==> src/rtl/rf_pkg.sv <==
// Shared constants and types for the register-file write path.
package rf_pkg;

    localparam int NREG  = 16;
    localparam int AW    = 4;
    localparam int DW    = 16;
    localparam int DEPTH = 4;

    // One queued register write.
    typedef struct packed {
        logic [AW-1:0] addr;
        logic [DW-1:0] data;
    } rf_wr_t;

    // Write sources; also the encoding of the round-robin "last granted" bit.
    typedef enum logic {
        SRC_WB = 1'b0,
        SRC_LD = 1'b1
    } src_e;

    // One-hot strobe for a destination; register 0 is hardwired and never strobed.
    function automatic logic [NREG-1:0] onehot_wr(input logic [AW-1:0] a);
        onehot_wr = (a == '0) ? '0 : (NREG'(1) << a);
    endfunction

endpackage

==> src/rtl/rf_wr_fifo.sv <==
// In-order write queue. The whole entry array and per-slot valid bits are
// exposed so the parent can compute register hazards from the queued writes.
module rf_wr_fifo
    import rf_pkg::*;
#(
    parameter int DEPTH = 4
) (
    input  logic                     clk,
    input  logic                     rst,
    input  logic                     push,
    input  rf_wr_t                   wr_entry,
    input  logic                     pop,
    output rf_wr_t                   head,
    output logic                     full,
    output logic                     empty,
    output logic [$clog2(DEPTH):0]   count,
    output rf_wr_t [DEPTH-1:0]       entries,
    output logic [DEPTH-1:0]         valid
);

    localparam int PW = $clog2(DEPTH);
    localparam int CW = PW + 1;

    rf_wr_t        mem [DEPTH];
    logic [PW-1:0] wr_ptr_reg;
    logic [PW-1:0] rd_ptr_reg;
    logic [CW-1:0] count_reg;
    logic          do_push;
    logic          do_pop;

    // A push into a full queue is only legal when the head leaves the same cycle.
    always_comb begin
        do_pop  = pop && !empty;
        do_push = push && (!full || do_pop);
    end

    // Entry storage; contents need no reset because valid bits gate every use.
    always_ff @(posedge clk) begin
        if (do_push) begin
            mem[wr_ptr_reg] <= wr_entry;
        end
    end

    // Pointers wrap naturally at DEPTH; count is unchanged on simultaneous push/pop.
    always_ff @(posedge clk or posedge rst) begin
        if (rst) begin
            wr_ptr_reg <= '0;
            rd_ptr_reg <= '0;
            count_reg  <= '0;
        end else begin
            if (do_push) wr_ptr_reg <= wr_ptr_reg + PW'(1);
            if (do_pop)  rd_ptr_reg <= rd_ptr_reg + PW'(1);
            case ({do_push, do_pop})
                2'b10:   count_reg <= count_reg + CW'(1);
                2'b01:   count_reg <= count_reg - CW'(1);
                default: count_reg <= count_reg;
            endcase
        end
    end

    assign head  = mem[rd_ptr_reg];
    assign full  = (count_reg == CW'(DEPTH));
    assign empty = (count_reg == '0);
    assign count = count_reg;

    // A slot is live when its distance from the read pointer is below the count.
    for (genvar gi = 0; gi < DEPTH; gi++) begin : g_slot
        logic [PW-1:0] offset;
        assign offset      = PW'(gi) - rd_ptr_reg;
        assign valid[gi]   = ({1'b0, offset} < count_reg);
        assign entries[gi] = mem[gi];
    end

endmodule

==> src/rtl/rf_write_arbiter.sv <==
// Round-robin arbiter between writeback and load-return writes, feeding an
// in-order queue that drains one one-hot register-bank write per cycle.
module rf_write_arbiter
    import rf_pkg::*;
#(
    parameter int NREG  = rf_pkg::NREG,
    parameter int AW    = rf_pkg::AW,
    parameter int DW    = rf_pkg::DW,
    parameter int DEPTH = rf_pkg::DEPTH
) (
    input  logic            clk,
    input  logic            rst,
    input  logic            wb_valid,
    input  logic [AW-1:0]   wb_addr,
    input  logic [DW-1:0]   wb_data,
    output logic            wb_ready,
    input  logic            ld_valid,
    input  logic [AW-1:0]   ld_addr,
    input  logic [DW-1:0]   ld_data,
    output logic            ld_ready,
    output logic [NREG-1:0] WriteReg,
    output logic [DW-1:0]   WriteData,
    output logic [NREG-1:0] pending
);

    src_e                  last_reg;
    logic [NREG-1:0]       write_reg_reg;
    logic [DW-1:0]         write_data_reg;
    logic [NREG-1:0]       pend_comb;

    logic                  grant_wb;
    logic                  grant_ld;
    logic                  room;
    logic                  wb_xfer;
    logic                  ld_xfer;
    logic                  fifo_push;
    logic                  fifo_pop;
    rf_wr_t                fifo_in;
    rf_wr_t                fifo_head;
    logic                  fifo_full;
    logic                  fifo_empty;
    logic [$clog2(DEPTH):0] fifo_count;
    rf_wr_t [DEPTH-1:0]    fifo_entries;
    logic [DEPTH-1:0]      fifo_valid;

    // Grant, capacity check and queue push selection; no grants while in reset.
    always_comb begin
        grant_wb  = wb_valid && (!ld_valid || (last_reg == SRC_LD));
        grant_ld  = ld_valid && (!wb_valid || (last_reg == SRC_WB));
        fifo_pop  = !fifo_empty;
        room      = !fifo_full || fifo_pop;
        wb_ready  = !rst && grant_wb && room;
        ld_ready  = !rst && grant_ld && room;
        wb_xfer   = wb_valid && wb_ready;
        ld_xfer   = ld_valid && ld_ready;
        fifo_push = wb_xfer || ld_xfer;
        fifo_in   = wb_xfer ? rf_wr_t'{addr: wb_addr, data: wb_data}
                            : rf_wr_t'{addr: ld_addr, data: ld_data};
    end

    // Round-robin pointer moves only on an accepted transfer; reset favours wb.
    always_ff @(posedge clk or posedge rst) begin
        if (rst) begin
            last_reg <= SRC_LD;
        end else if (wb_xfer) begin
            last_reg <= SRC_WB;
        end else if (ld_xfer) begin
            last_reg <= SRC_LD;
        end
    end

    rf_wr_fifo #(
        .DEPTH (DEPTH)
    ) u_fifo (
        .clk      (clk),
        .rst      (rst),
        .push     (fifo_push),
        .wr_entry (fifo_in),
        .pop      (fifo_pop),
        .head     (fifo_head),
        .full     (fifo_full),
        .empty    (fifo_empty),
        .count    (fifo_count),
        .entries  (fifo_entries),
        .valid    (fifo_valid)
    );

    // Output stage: strobe the head each cycle it exists; data bus holds when idle.
    always_ff @(posedge clk or posedge rst) begin
        if (rst) begin
            write_reg_reg  <= '0;
            write_data_reg <= '0;
        end else if (fifo_pop) begin
            write_reg_reg  <= onehot_wr(fifo_head.addr);
            write_data_reg <= fifo_head.data;
        end else begin
            write_reg_reg  <= '0;
        end
    end

    // Hazard bitmap from state only: queued destinations plus the current strobe.
    always_comb begin
        pend_comb = write_reg_reg;
        for (int i = 0; i < DEPTH; i++) begin
            if (fifo_valid[i] && (fifo_entries[i].addr != '0)) begin
                pend_comb[fifo_entries[i].addr] = 1'b1;
            end
        end
    end

    assign WriteReg  = write_reg_reg;
    assign WriteData = write_data_reg;
    assign pending   = pend_comb;

    // The FIFO's empty flag and its count must always agree.
    a_empty_count: assert property (@(posedge clk) disable iff (rst)
        fifo_empty == (fifo_count == '0));

endmodule
==> config.mk <==
export PLATFORM = sky130hd
export DESIGN_NAME = rf_write_arbiter
export DESIGN_NICKNAME = d
export VERILOG_FILES = /design/src/rtl/rf_pkg.sv /design/src/rtl/rf_wr_fifo.sv /design/src/rtl/rf_write_arbiter.sv
export SDC_FILE = /design/constraint.sdc
export NUM_CORES = 1
export LEC_CHECK = 0
export ABC_AREA = 1
export CAP_MARGIN = 10
export CORE_MARGIN = 1.5
export CORE_UTILIZATION = 58
export DETAILED_ROUTE_END_ITERATION = 16
export PLACE_DENSITY_LB_ADDON = 0.25
export SKIP_CTS_REPAIR_TIMING = 1
export SYNTH_ARGS = -nofsm -noshare
export SYNTH_HDL_FRONTEND = slang
export SYNTH_SLANG_ARGS = --single-unit
==> constraint.sdc <==
create_clock -name clk -period 5 [get_ports clk]
set_input_delay 1 -clock clk [delete_from_list [all_inputs] [get_ports clk]]
set_output_delay 1 -clock clk [all_outputs]
set_load 0.01 [all_outputs]
==> results of run 1 <==
-- per-layer routing --
metal / vias up / share of wire, % / global-route usage (%)
met2: 280 / 50 / 56.1
met3: 57 / 7.9 / 7.32
met4: 0 / 4.6 / 20.3
li1: 2364 / - / -
met1: 2323 / 37 / 37.9
met5: - / 0 / 0
-- cells by family (layout without fill, tap and decap cells) --
group / after synthesis / count (layout)
AND/OR/NAND/NOR: 433 / 433
flip-flops: 120 / 120
buffers and inverters: 84 / 200
AO/OA/AOI/OAI: 15 / 15
adder cells (fa/ha/maj): 10 / 10
XOR/XNOR: 4 / 4
other: 1 / 1
-- synth_stat cells (2+ instances only) --
cell type and n:
o21ai_0 5, nand3_1 33, buf_2 7, nand2_1 266, dfrtp_1 39, nor2_1 88
inv_2 2, inv_1 67, a21oi_1 2, buf_4 2, xor2_1 3, nand4_1 39
a22oi_1 6, nor2_2 3, clkbuf_1 5, edfxtp_1 80, ha_1 9
-- worst max-delay path, cell delays in order, from the launching register on --
cell and delay, ns:
dfrtp_1 0.53, nor2_4 0.47, nor2_1 0.16, ha_1 0.30, inv_1 0.06, nor2_1 0.04
nand2_1 0.09, nand3_1 0.31, or2_2 0.40, nand3_1 0.10, clkdlybuf4s50_1 0.53
-- metrics by stage --
stage	worst slack (ns)	hold WS [ns]	utilization (%)	total power [mW]
finish	0.495	0.482	77.1	4.54
global route	0.204	0.510	77.1	4.80
CTS	0.214	0.485	76.8	4.50
detailed placement	0.766	0.468	70.5	3.26
global placement	0.844	0.462	70.5	3.19
floorplan	1.37	0.453	-	2.51
-- worst paths after layout --
path,endpoint,from,depth (start not counted),slack (ns)
worst max-delay path,pending[2],u_fifo.rd_ptr_reg[0],10,0.50
max in group asynchronous,WriteReg[15],rst,3,3.57
worst min register to register,WriteData[9],WriteData[9],2,0.48
min in group asynchronous,WriteData[4],rst,3,1.04
worst max register to register,u_fifo.mem[3][12],last_reg,6,2.02
worst min-delay path,WriteData[9],WriteData[9],2,0.48
-- power by group through the flow --
stage	registers (mW)	logic, mW	clock network, mW
final	1.48	1.84	1.21
after global routing	1.50	2.04	1.26
after CTS	1.48	1.81	1.21
after detailed placement	1.49	1.77	0
after global placement	1.48	1.71	0
after floorplan	1.49	1.02	0
-- area by class of cell --
class                      count  area [um2]
tap                          133         166
sequential                   120        3400
fill                         637        2220
inverter                      69         259
clock inverter                 3        20.0
timing repair buffer          99         996
multi-input combinational    463        2070
clock buffer                  29         593
==> reports/metrics.yaml, run 1 <==
post_synth_xor_area_fraction_pct: 0.605
nNetsFinal: 824
first_pass_iters: 6
maximum_capacitance_violations: 0
finalCriticalPeriod_ns: 4.50
finalNonFillerCells: 916
clk_latency_worst_skew_pair_ns: 0.52
post_route_cells_drive_above_1_share_pct: 6.13
gp_routability_congestion: 1.02
power.sequential.fraction_pct: 32.7
drt.antenna.violating_nets: 0
clock_root_buffer: "clkbuf_8"
syn-instance-count: 667
synthesis.area_um2: 5790
place.port_buffers: 93
area_growth_syn_to_fin_pct: 29.7
core_region_area_um2: 9730
yosys.area_share.adder_pct: 2.29
grt_use_total_pct: 32.9
share_of_synthesized_registers_carrying_an_async_set_or_reset_pct: 33.3
cp.arrival_ns: 3.50
postLayoutCellArea_um2: 7510
setup.worst_path.end_class: "primary output"
yosys-mux-area-fraction_pct: 0
main_combinational_cell_family_by_area_after_synthesis: "simple AND/OR/NAND/NOR gates"
floorplan.die.height_um: 103
clk_path_buf_depth: 2
synth_top_area_cell: "edfxtp_1"
fp.dieArea_um2: 10600
grt.overflow.total: 0
timing.final.hold_violations: 0
setup.worst_path.start_class: "register"
p_leak_nw: 3.36
synth_compound_gate_area_share_pct: 1.62
cell_internal_pwr_mw: 2.81
placement_rows: 36
synth-edff-count: 80
rsz0062_at_grt: "false"
cts.reportedPaths.clkPinSlew_ns: 0.05
combPwrFrac_pct: 40.6
synth_top_area_share_pct: 41.5
die_x_um: 103
slew_headroom_pct: 20.5
syn-num-nets: 721
cts_tree: "built"
powerDensity_nw_per_um2: 604
switching_share_pct: 38.1
place.detailed.instances: 883
antenna_cells: 0
clock-sinks: 120
grt_start_max_net_pins: 41
detailed_place.area_um2: 6860
regMostFlops: "u_fifo.mem"
result_of_the_run: "finished clean"
via_count_of_the_first_global_routing_pass: 5024
routed_wirelength_um: 16400
hp-class: "register to register"
clock_tree.htree_level_count: 4
synth_area_in_simple_gates_pct: 30.9
timing.setup.tns_ns: 0
yosysWarnings: 0
start_util_pct: 59.5
max_slew.worst_pin.slew_ns: 1.19
first_iter_violations: 377
synth_cell_type_count: 28
synth_flop_cell: "edfxtp_1"
route.detailed.vias_per_inst: 5.48
largest_reg_flops: 80
finalMaxSlewViolations: 0
worst-endpoint-required_ns: 4.00
ir_drop_v: 0.000317
report.final.setup_viol: 0
dp_hpwl_um: 11100
layout_worst_path_cycle_share_pct: 90.1
synth_sequential_area_ratio_pct: 58.8
grt_pass1_wl_um: 25200
average_wire_per_standard_cell_um: 17.9
synth_seq_cells: 120
number_of_antenna_violations_at_the_first_check_in_global_routing: 0
critPathMaxFanout: 17
clock_power_share_pct: 26.6
most-common-layout-cells: "nand2_1, clkdlybuf4s50_1, nor2_1"
ys_top_cells_by_area: "edfxtp_1, nand2_1, dfrtp_1, nor2_1, inv_1"
cts_buffers: 17
timing.setup.critical_path_class: "register to primary output"
fmax_mhz: 222
clock-skew-final_ns: 0.0115
syn_area_per_cell_um2: 8.68
dr_total_vias: 5024
p_sw_mw: 1.73
num_io_pins: 94
most_frequent_standard_cell_in_the_layout_excluding_fill_and_tap_cells: "nand2_1"
detail_route.drc_violations: 0
Note: power is estimated with default switching activity, not from simulation.
==> run 2, diff against run 1 <==
--- a/config.mk
+++ b/config.mk
@@ -15,3 +15,4 @@
 export SYNTH_ARGS = -nofsm -noshare
 export SYNTH_HDL_FRONTEND = slang
 export SYNTH_SLANG_ARGS = --single-unit
+export TNS_END_PERCENT = 50
==> results of run 2 <==
The final DEF is identical to that of run 1; final timing and power are the same.
